==> config.mk <==
export PLATFORM = sky130hd
export DESIGN_NAME = mem_word_bridge
export DESIGN_NICKNAME = d
export VERILOG_FILES = /design/src/rtl/mem_bridge_pkg.sv /design/src/rtl/mem_be_scan.sv /design/src/rtl/mem_word_bridge.sv
export SDC_FILE = /design/constraint.sdc
export NUM_CORES = 1
export LEC_CHECK = 0
export CAP_MARGIN = 20
export CORE_UTILIZATION = 57
export DETAILED_ROUTE_END_ITERATION = 8
export DONT_BUFFER_PORTS = 1
export PLACE_DENSITY = 0.78
export SLEW_MARGIN = 20
export SYNTH_ARGS = -nofsm -noshare
export SYNTH_HDL_FRONTEND = slang
export SYNTH_SLANG_ARGS = --single-unit
export TNS_END_PERCENT = 1
==> constraint.sdc <==
create_clock -name clkin -period 2.3 [get_ports clkin]
set_clock_uncertainty 0.2 [all_clocks]
set_input_delay 0.46 -clock clkin [delete_from_list [all_inputs] [get_ports clkin]]
set_output_delay 0.46 -clock clkin [all_outputs]
set_load 0.01 [all_outputs]
==> src/rtl/mem_bridge_pkg.sv <==
// Shared definitions for the word-to-byte memory bridge: FSM encoding,
// word geometry, default timeout and a byte-lane extract helper.
package mem_bridge_pkg;

  localparam int BYTES_PER_WORD  = 4;
  localparam int TIMEOUT_DEFAULT = 16;

  typedef enum logic [1:0] {
    ST_IDLE  = 2'd0,
    ST_ISSUE = 2'd1,
    ST_WAIT  = 2'd2
  } state_t;

  function automatic logic [7:0] get_byte(input logic [31:0] w, input logic [1:0] k);
    return w[{k, 3'b000} +: 8];
  endfunction

endpackage

==> src/rtl/mem_be_scan.sv <==
// Lowest-set-bit finder over a 4-bit byte mask.
module mem_be_scan (
  input  logic [3:0] mask,
  output logic [1:0] idx,
  output logic       any
);

  always_comb begin
    idx = 2'd0;
    any = |mask;
    if (mask[0])      idx = 2'd0;
    else if (mask[1]) idx = 2'd1;
    else if (mask[2]) idx = 2'd2;
    else if (mask[3]) idx = 2'd3;
  end

endmodule

==> src/rtl/mem_word_bridge.sv <==
// Splits 32-bit word requests into acknowledged byte accesses on the PSRAM
// bus, assembling read bytes and aborting with an error on a missing ack.
module mem_word_bridge
  import mem_bridge_pkg::*;
#(
  parameter int ADDR_W         = 23,
  parameter int TIMEOUT_CYCLES = TIMEOUT_DEFAULT
) (
  input  logic              clkin,
  input  logic              rstn,
  input  logic              req_valid,
  output logic              req_ready,
  input  logic              req_write,
  input  logic [ADDR_W-3:0] req_addr,
  input  logic [31:0]       req_wdata,
  input  logic [3:0]        req_be,
  output logic              rsp_valid,
  output logic [31:0]       rsp_rdata,
  output logic              rsp_err,
  output logic [ADDR_W-1:0] memaddr,
  output logic [7:0]        memdatao,
  output logic              memrd,
  output logic              memwr,
  input  logic              memack,
  input  logic [7:0]        memdatai
);

  localparam logic [7:0] CNT_LAST = 8'(TIMEOUT_CYCLES - 2);

  state_t            state_q, state_d;
  logic [ADDR_W-3:0] addr_q, addr_d;
  logic [31:0]       wdata_q, wdata_d;
  logic              write_q, write_d;
  logic [3:0]        mask_q, mask_d;
  logic [1:0]        k_q, k_d;
  logic [7:0]        cnt_q, cnt_d;
  logic              req_ready_d, rsp_valid_d, rsp_err_d, memrd_d, memwr_d;
  logic [31:0]       rdata_d;
  logic [ADDR_W-1:0] memaddr_d;
  logic [7:0]        memdatao_d;

  logic              accept, in_idle;
  logic [3:0]        acc_mask, rem_mask, scan_in;
  logic [1:0]        scan_idx;
  logic              scan_any;
  logic [ADDR_W-3:0] src_addr;
  logic [31:0]       src_wdata;
  logic              src_write;

  // One scanner serves both the accept decision and the post-ack next byte.
  assign in_idle   = (state_q == ST_IDLE);
  assign accept    = req_valid && req_ready;
  assign acc_mask  = req_write ? req_be : 4'hF;
  assign rem_mask  = mask_q & ~(4'b0001 << k_q);
  assign scan_in   = in_idle ? acc_mask : rem_mask;
  assign src_addr  = in_idle ? req_addr : addr_q;
  assign src_wdata = in_idle ? req_wdata : wdata_q;
  assign src_write = in_idle ? req_write : write_q;

  mem_be_scan u_scan (
    .mask (scan_in),
    .idx  (scan_idx),
    .any  (scan_any)
  );

  always_ff @(posedge clkin or negedge rstn) begin
    if (!rstn) begin
      state_q   <= ST_IDLE;
      addr_q    <= '0;
      wdata_q   <= '0;
      write_q   <= 1'b0;
      mask_q    <= '0;
      k_q       <= '0;
      cnt_q     <= '0;
      req_ready <= 1'b0;
      rsp_valid <= 1'b0;
      rsp_err   <= 1'b0;
      rsp_rdata <= '0;
      memaddr   <= '0;
      memdatao  <= '0;
      memrd     <= 1'b0;
      memwr     <= 1'b0;
    end else begin
      state_q   <= state_d;
      addr_q    <= addr_d;
      wdata_q   <= wdata_d;
      write_q   <= write_d;
      mask_q    <= mask_d;
      k_q       <= k_d;
      cnt_q     <= cnt_d;
      req_ready <= req_ready_d;
      rsp_valid <= rsp_valid_d;
      rsp_err   <= rsp_err_d;
      rsp_rdata <= rdata_d;
      memaddr   <= memaddr_d;
      memdatao  <= memdatao_d;
      memrd     <= memrd_d;
      memwr     <= memwr_d;
    end
  end

  // An ack on the terminal-count cycle takes priority over the timeout.
  always_comb begin
    state_d = state_q;
    case (state_q)
      ST_IDLE:  if (accept && scan_any) state_d = ST_ISSUE;
      ST_ISSUE: state_d = ST_WAIT;
      ST_WAIT: begin
        if (memack)                 state_d = scan_any ? ST_ISSUE : ST_IDLE;
        else if (cnt_q == CNT_LAST) state_d = ST_IDLE;
      end
      default:  state_d = ST_IDLE;
    endcase
  end

  always_comb begin
    addr_d      = addr_q;
    wdata_d     = wdata_q;
    write_d     = write_q;
    mask_d      = mask_q;
    k_d         = k_q;
    cnt_d       = cnt_q;
    rdata_d     = rsp_rdata;
    req_ready_d = req_ready;
    rsp_valid_d = 1'b0;
    rsp_err_d   = rsp_err;
    memaddr_d   = memaddr;
    memdatao_d  = memdatao;
    memrd_d     = 1'b0;
    memwr_d     = 1'b0;
    case (state_q)
      ST_IDLE: begin
        req_ready_d = 1'b1;
        if (accept) begin
          addr_d    = req_addr;
          wdata_d   = req_wdata;
          write_d   = req_write;
          mask_d    = acc_mask;
          rdata_d   = '0;
          rsp_err_d = 1'b0;
          if (!scan_any) rsp_valid_d = 1'b1;
        end
      end
      ST_ISSUE: cnt_d = '0;
      ST_WAIT: begin
        if (memack) begin
          if (!write_q) rdata_d[{k_q, 3'b000} +: 8] = memdatai;
          mask_d = rem_mask;
          if (!scan_any) begin
            rsp_valid_d = 1'b1;
            rsp_err_d   = 1'b0;
            req_ready_d = 1'b1;
          end
        end else if (cnt_q == CNT_LAST) begin
          rsp_valid_d = 1'b1;
          rsp_err_d   = 1'b1;
          req_ready_d = 1'b1;
        end else begin
          cnt_d = cnt_q + 8'd1;
        end
      end
      default: ;
    endcase
    // Strobe for the next byte, whether from accept or after an ack.
    if ((in_idle && accept && scan_any) || (state_q == ST_WAIT && memack && scan_any)) begin
      k_d         = scan_idx;
      req_ready_d = 1'b0;
      memaddr_d   = {src_addr, scan_idx};
      memdatao_d  = get_byte(src_wdata, scan_idx);
      memrd_d     = !src_write;
      memwr_d     = src_write;
    end
  end

endmodule

==> out/qor.csv <==
stage,metric,value,unit
run_status,status,finished with violations,
run_status,failing checks,"hold timing, setup timing",
timing,fin worst setup slack,-0.0436,ns
logic_synthesis,Post-synth top cells,"214 x nand2_1, 136 x dfrtp_1, 48 x o21ai_0, 40 x nor2_1",
grt,met1 GRT Util,41.1,%
drt,via count,5478,
pwr,total power,11.6,mW
timing,worst slew pin tran,0.516,ns
clock_tree,cts bufs inserted,17,
logic_synthesis,largest cells by area after synthesis,"dfrtp_1 55%, nand2_1 13%, mux2i_1 4.0%",
clock_tree,clock latency on the worst-skew pair,0.53,ns
logic_synthesis,"flops & latches, synth",136,
clock_tree,Clock Pin Slew Worst Setup and Hold Paths,0.06,ns
cells_and_area,Finished Core Util,77.2,%
logic_synthesis,dominant cell by count in the synthesized netlist,nand2_1,
drt,Final ANT Viol Nets,0,
cells_and_area,Non-Filler Instances,906,
logic_synthesis,Syn Nets,727,
critical_path,Crit Path Max Fanout,6,
critical_path,Worst EP arrival,2.61,ns
floorplanning,chip height,106,um
timing,Tmin final,2.34,ns
drt,vias per inst,6.05,
critical_path,reg2reg start,memaddr[1],
logic_synthesis,Post-synth top flop,dfrtp_1,
clock_tree,CTS tree,built,
timing,Final Cycle Share,102,%
logic_synthesis,asr flop ratio synth,100,%
pwr,Gate power share,45.1,%
job,max-cap violations,0,
clock_tree,Root Buffer Master,clkbuf_8,
drt,WL final,17.7,mm
cells_and_area,share of cells above drive strength 1,17.4,%
timing,unrepaired setup endpoints after global routing,yes,
cells_and_area,Antenna Cells,0,
timing,Final Hold Fails,136,
logic_synthesis,post-synth top area cell,dfrtp_1,
logic_synthesis,Yosys Warn Count,0,
critical_path,Crit Reg-Reg Endpoint,memdatao[4],
grt,total global routing overflow,0,
pwr,P_leak,3.93,nW
cells_and_area,Layout Area Growth over Synthesis,29.6,%
floorplanning,# IOs,138,
grt,busiest grt layer,met2,
timing,final setup fails,9,
timing,upper clock frequency limit,427,MHz
drt,Initial DRC Count,542,
critical_path,Startpoint Class,register,
logic_synthesis,syn_area_per_cell,9.53,sq um
grt,first-pass GRT wire length,27.7,mm
logic_synthesis,area share of the largest cell type after synthesis,54.8,%
logic_synthesis,cell area after synthesis,6200,sq um
pwr,pwr dens,1440,nW/um^2
pwr,power share of the clock group,20.3,%
floorplanning,die area,11300,sq um
timing,Final Max Slew Viols,0,
pwr,Switch Pwr,4.66,mW
grt,vias in the first global route,5469,
pwr,worst ir drop on vdd,0.806,mV
floorplanning,core area,10400,sq um
grt,met2 GRT Util,50.8,%
cells_and_area,nets,834,
clock_tree,CTS H-tree lvls,4,
grt,initial antenna violation count,0,
drt,Pre-antenna DRT Iters,7,
clock_tree,hold buffer count at CTS,63,
critical_path,R2R depth,9,
grt,GR Layer Usage met3,9.38,%
clock_tree,clock net sink count,136,
logic_synthesis,synthesized instance count,651,
pwr,Pint,6.91,mW
logic_synthesis,number of flops mapped to enable cells by yosys,0,
drt,Avg WL per Cell,19.6,um
critical_path,critical path required time,2.57,ns
placed_design,dpl hpwl,10.7,mm
placed_design,cell count after placement,806,
grt,largest net degree at the start of global routing,137,
clock_tree,CTS Buffer Depth,2,
grt,All-Layer GR Usage,32.3,%
placed_design,dpl cell area,6650,sq um
floorplanning,DIE WIDTH,106,um
drt,# DRC,0,
timing,Slew Limit Headroom,65.4,%
critical_path,Critical Path End Type,register,
logic_synthesis,post-synthesis sequential area ratio,54.8,%
floorplanning,initial core utilization,59.6,%
cells_and_area,fin area,8040,sq um
timing,WHS,-0.577,ns
pwr,Sw Share,40.3,%
placed_design,port bufs,0,
worst_hold_path,worst hold path class,input port to asynchronous set/reset pin,
critical_path,critical path type,register to register,
critical_path,r2r setup slk,-0.04,ns
timing,Fin Setup TNS,-0.226,ns
pwr,Seq pwr share,34.5,%
logic_synthesis,library cells used by synthesis,47,
placed_design,GPL Wtd Cong,0.879,
floorplanning,FP Rows,37,
## area by class of cell
class	count	area (sq um)
clock buffers	27	482
repair buffers	119	1140
fillers	657	2380
clock inverters	4	20.0
inverters	5	18.8
well taps	136	170
multi-input cells	479	2810
flip-flops and latches	136	3410
## layer usage
metal,up-vias,share of wire [%]
met4,0,3.0
met3,64,9.0
met1,2659,39
met5,-,0
met2,313,49
li1,2442,-
## worst max-delay path by stage
stage                           from           to
after floorplan           state_q[0]  memdatao[4]
after global placement    state_q[1]  memdatao[1]
after detailed placement  memaddr[1]  memdatao[4]
after CTS                 state_q[1]  memdatao[7]
after global routing      memaddr[1]  memdatao[2]
final                     memaddr[1]  memdatao[4]
## cell families after synthesis
group           synth area share, %
fa+ha+maj                      1.21
flops                          54.8
mux                            5.83
buf+inv                        3.02
simple gates                   22.6
compound gates                 11.8
xor+xnor                      0.706
## critical path: stages (launching register included)
cell,delay (ns)
dfrtp_2,0.40
inv_2,0.06
ha_2,0.17
nand2b_4,0.13
mux2_4,0.31
nand4_1,0.18
buf_4,0.17
nor2_1,0.04
or4_1,0.52
nand3_2,0.09
## per-stage QoR
stage | hold slack, ns | setup WS, ns
2_1_floorplan | -0.0356 | -0.0211
3_3_place_gp | -0.0322 | -0.0869
3_5_place_dp | -0.0307 | -0.208
4_1_cts | -0.597 | -0.0547
5_1_grt | -0.606 | -0.142
6_report | -0.577 | -0.0436
## flip-flops by register name, indices dropped and copies added, names as in the netlist
register,count
addr_q,21
cnt_q,8
mask_q,4
memaddr,23
memdatao,8
memrd,1
memwr,1
req_ready,1
rsp_err,1
rsp_rdata,32
rsp_valid,1
state_q,2
wdata_q,32
write_q,1
## what timing repair did
action                     CTS  global route
setup buffers                2             1
gates cloned                 2             1
hold endpoints to repair   255           136
gates resized for setup     17            41
pin swaps                    4             5
setup endpoints to repair   20            78
## cells in the final DEF, fill, tap and decap left out, types with 4 or more instances in the layout
cell	synthesis	routed
nand2_2	0	7
a22o_1	25	25
o21ai_2	0	4
o21ai_0	48	30
clkbuf_8	0	4
or4_1	7	6
nand2_1	214	206
nand4_1	7	7
o21ai_1	1	15
clkinv_2	0	4
clkbuf_16	0	17
mux2i_1	25	25
dlygate4sd3_1	0	63
nor3_1	8	8
buf_4	1	47
xor2_1	5	5
or2_2	7	7
nor2b_1	6	5
nand2b_1	7	4
a21o_1	4	4
nand3_1	17	13
and3_1	4	4
buf_6	5	4
nor2_1	40	37
a21oi_1	6	5
o22ai_1	8	6
o2111ai_1	7	7
dfrtp_1	136	134
clkbuf_1	19	7
## power groups by stage
stage / clock network, mW / logic (mW) / registers [mW]
finish: 2.35 / 5.22 / 3.99
global route: 2.48 / 5.65 / 4.07
CTS: 2.37 / 4.79 / 3.94
detailed placement: 0 / 4.36 / 3.94
global placement: 0 / 4.14 / 3.93
floorplan: 0 / 3.04 / 3.81
Power figures use the tool's default switching activity.
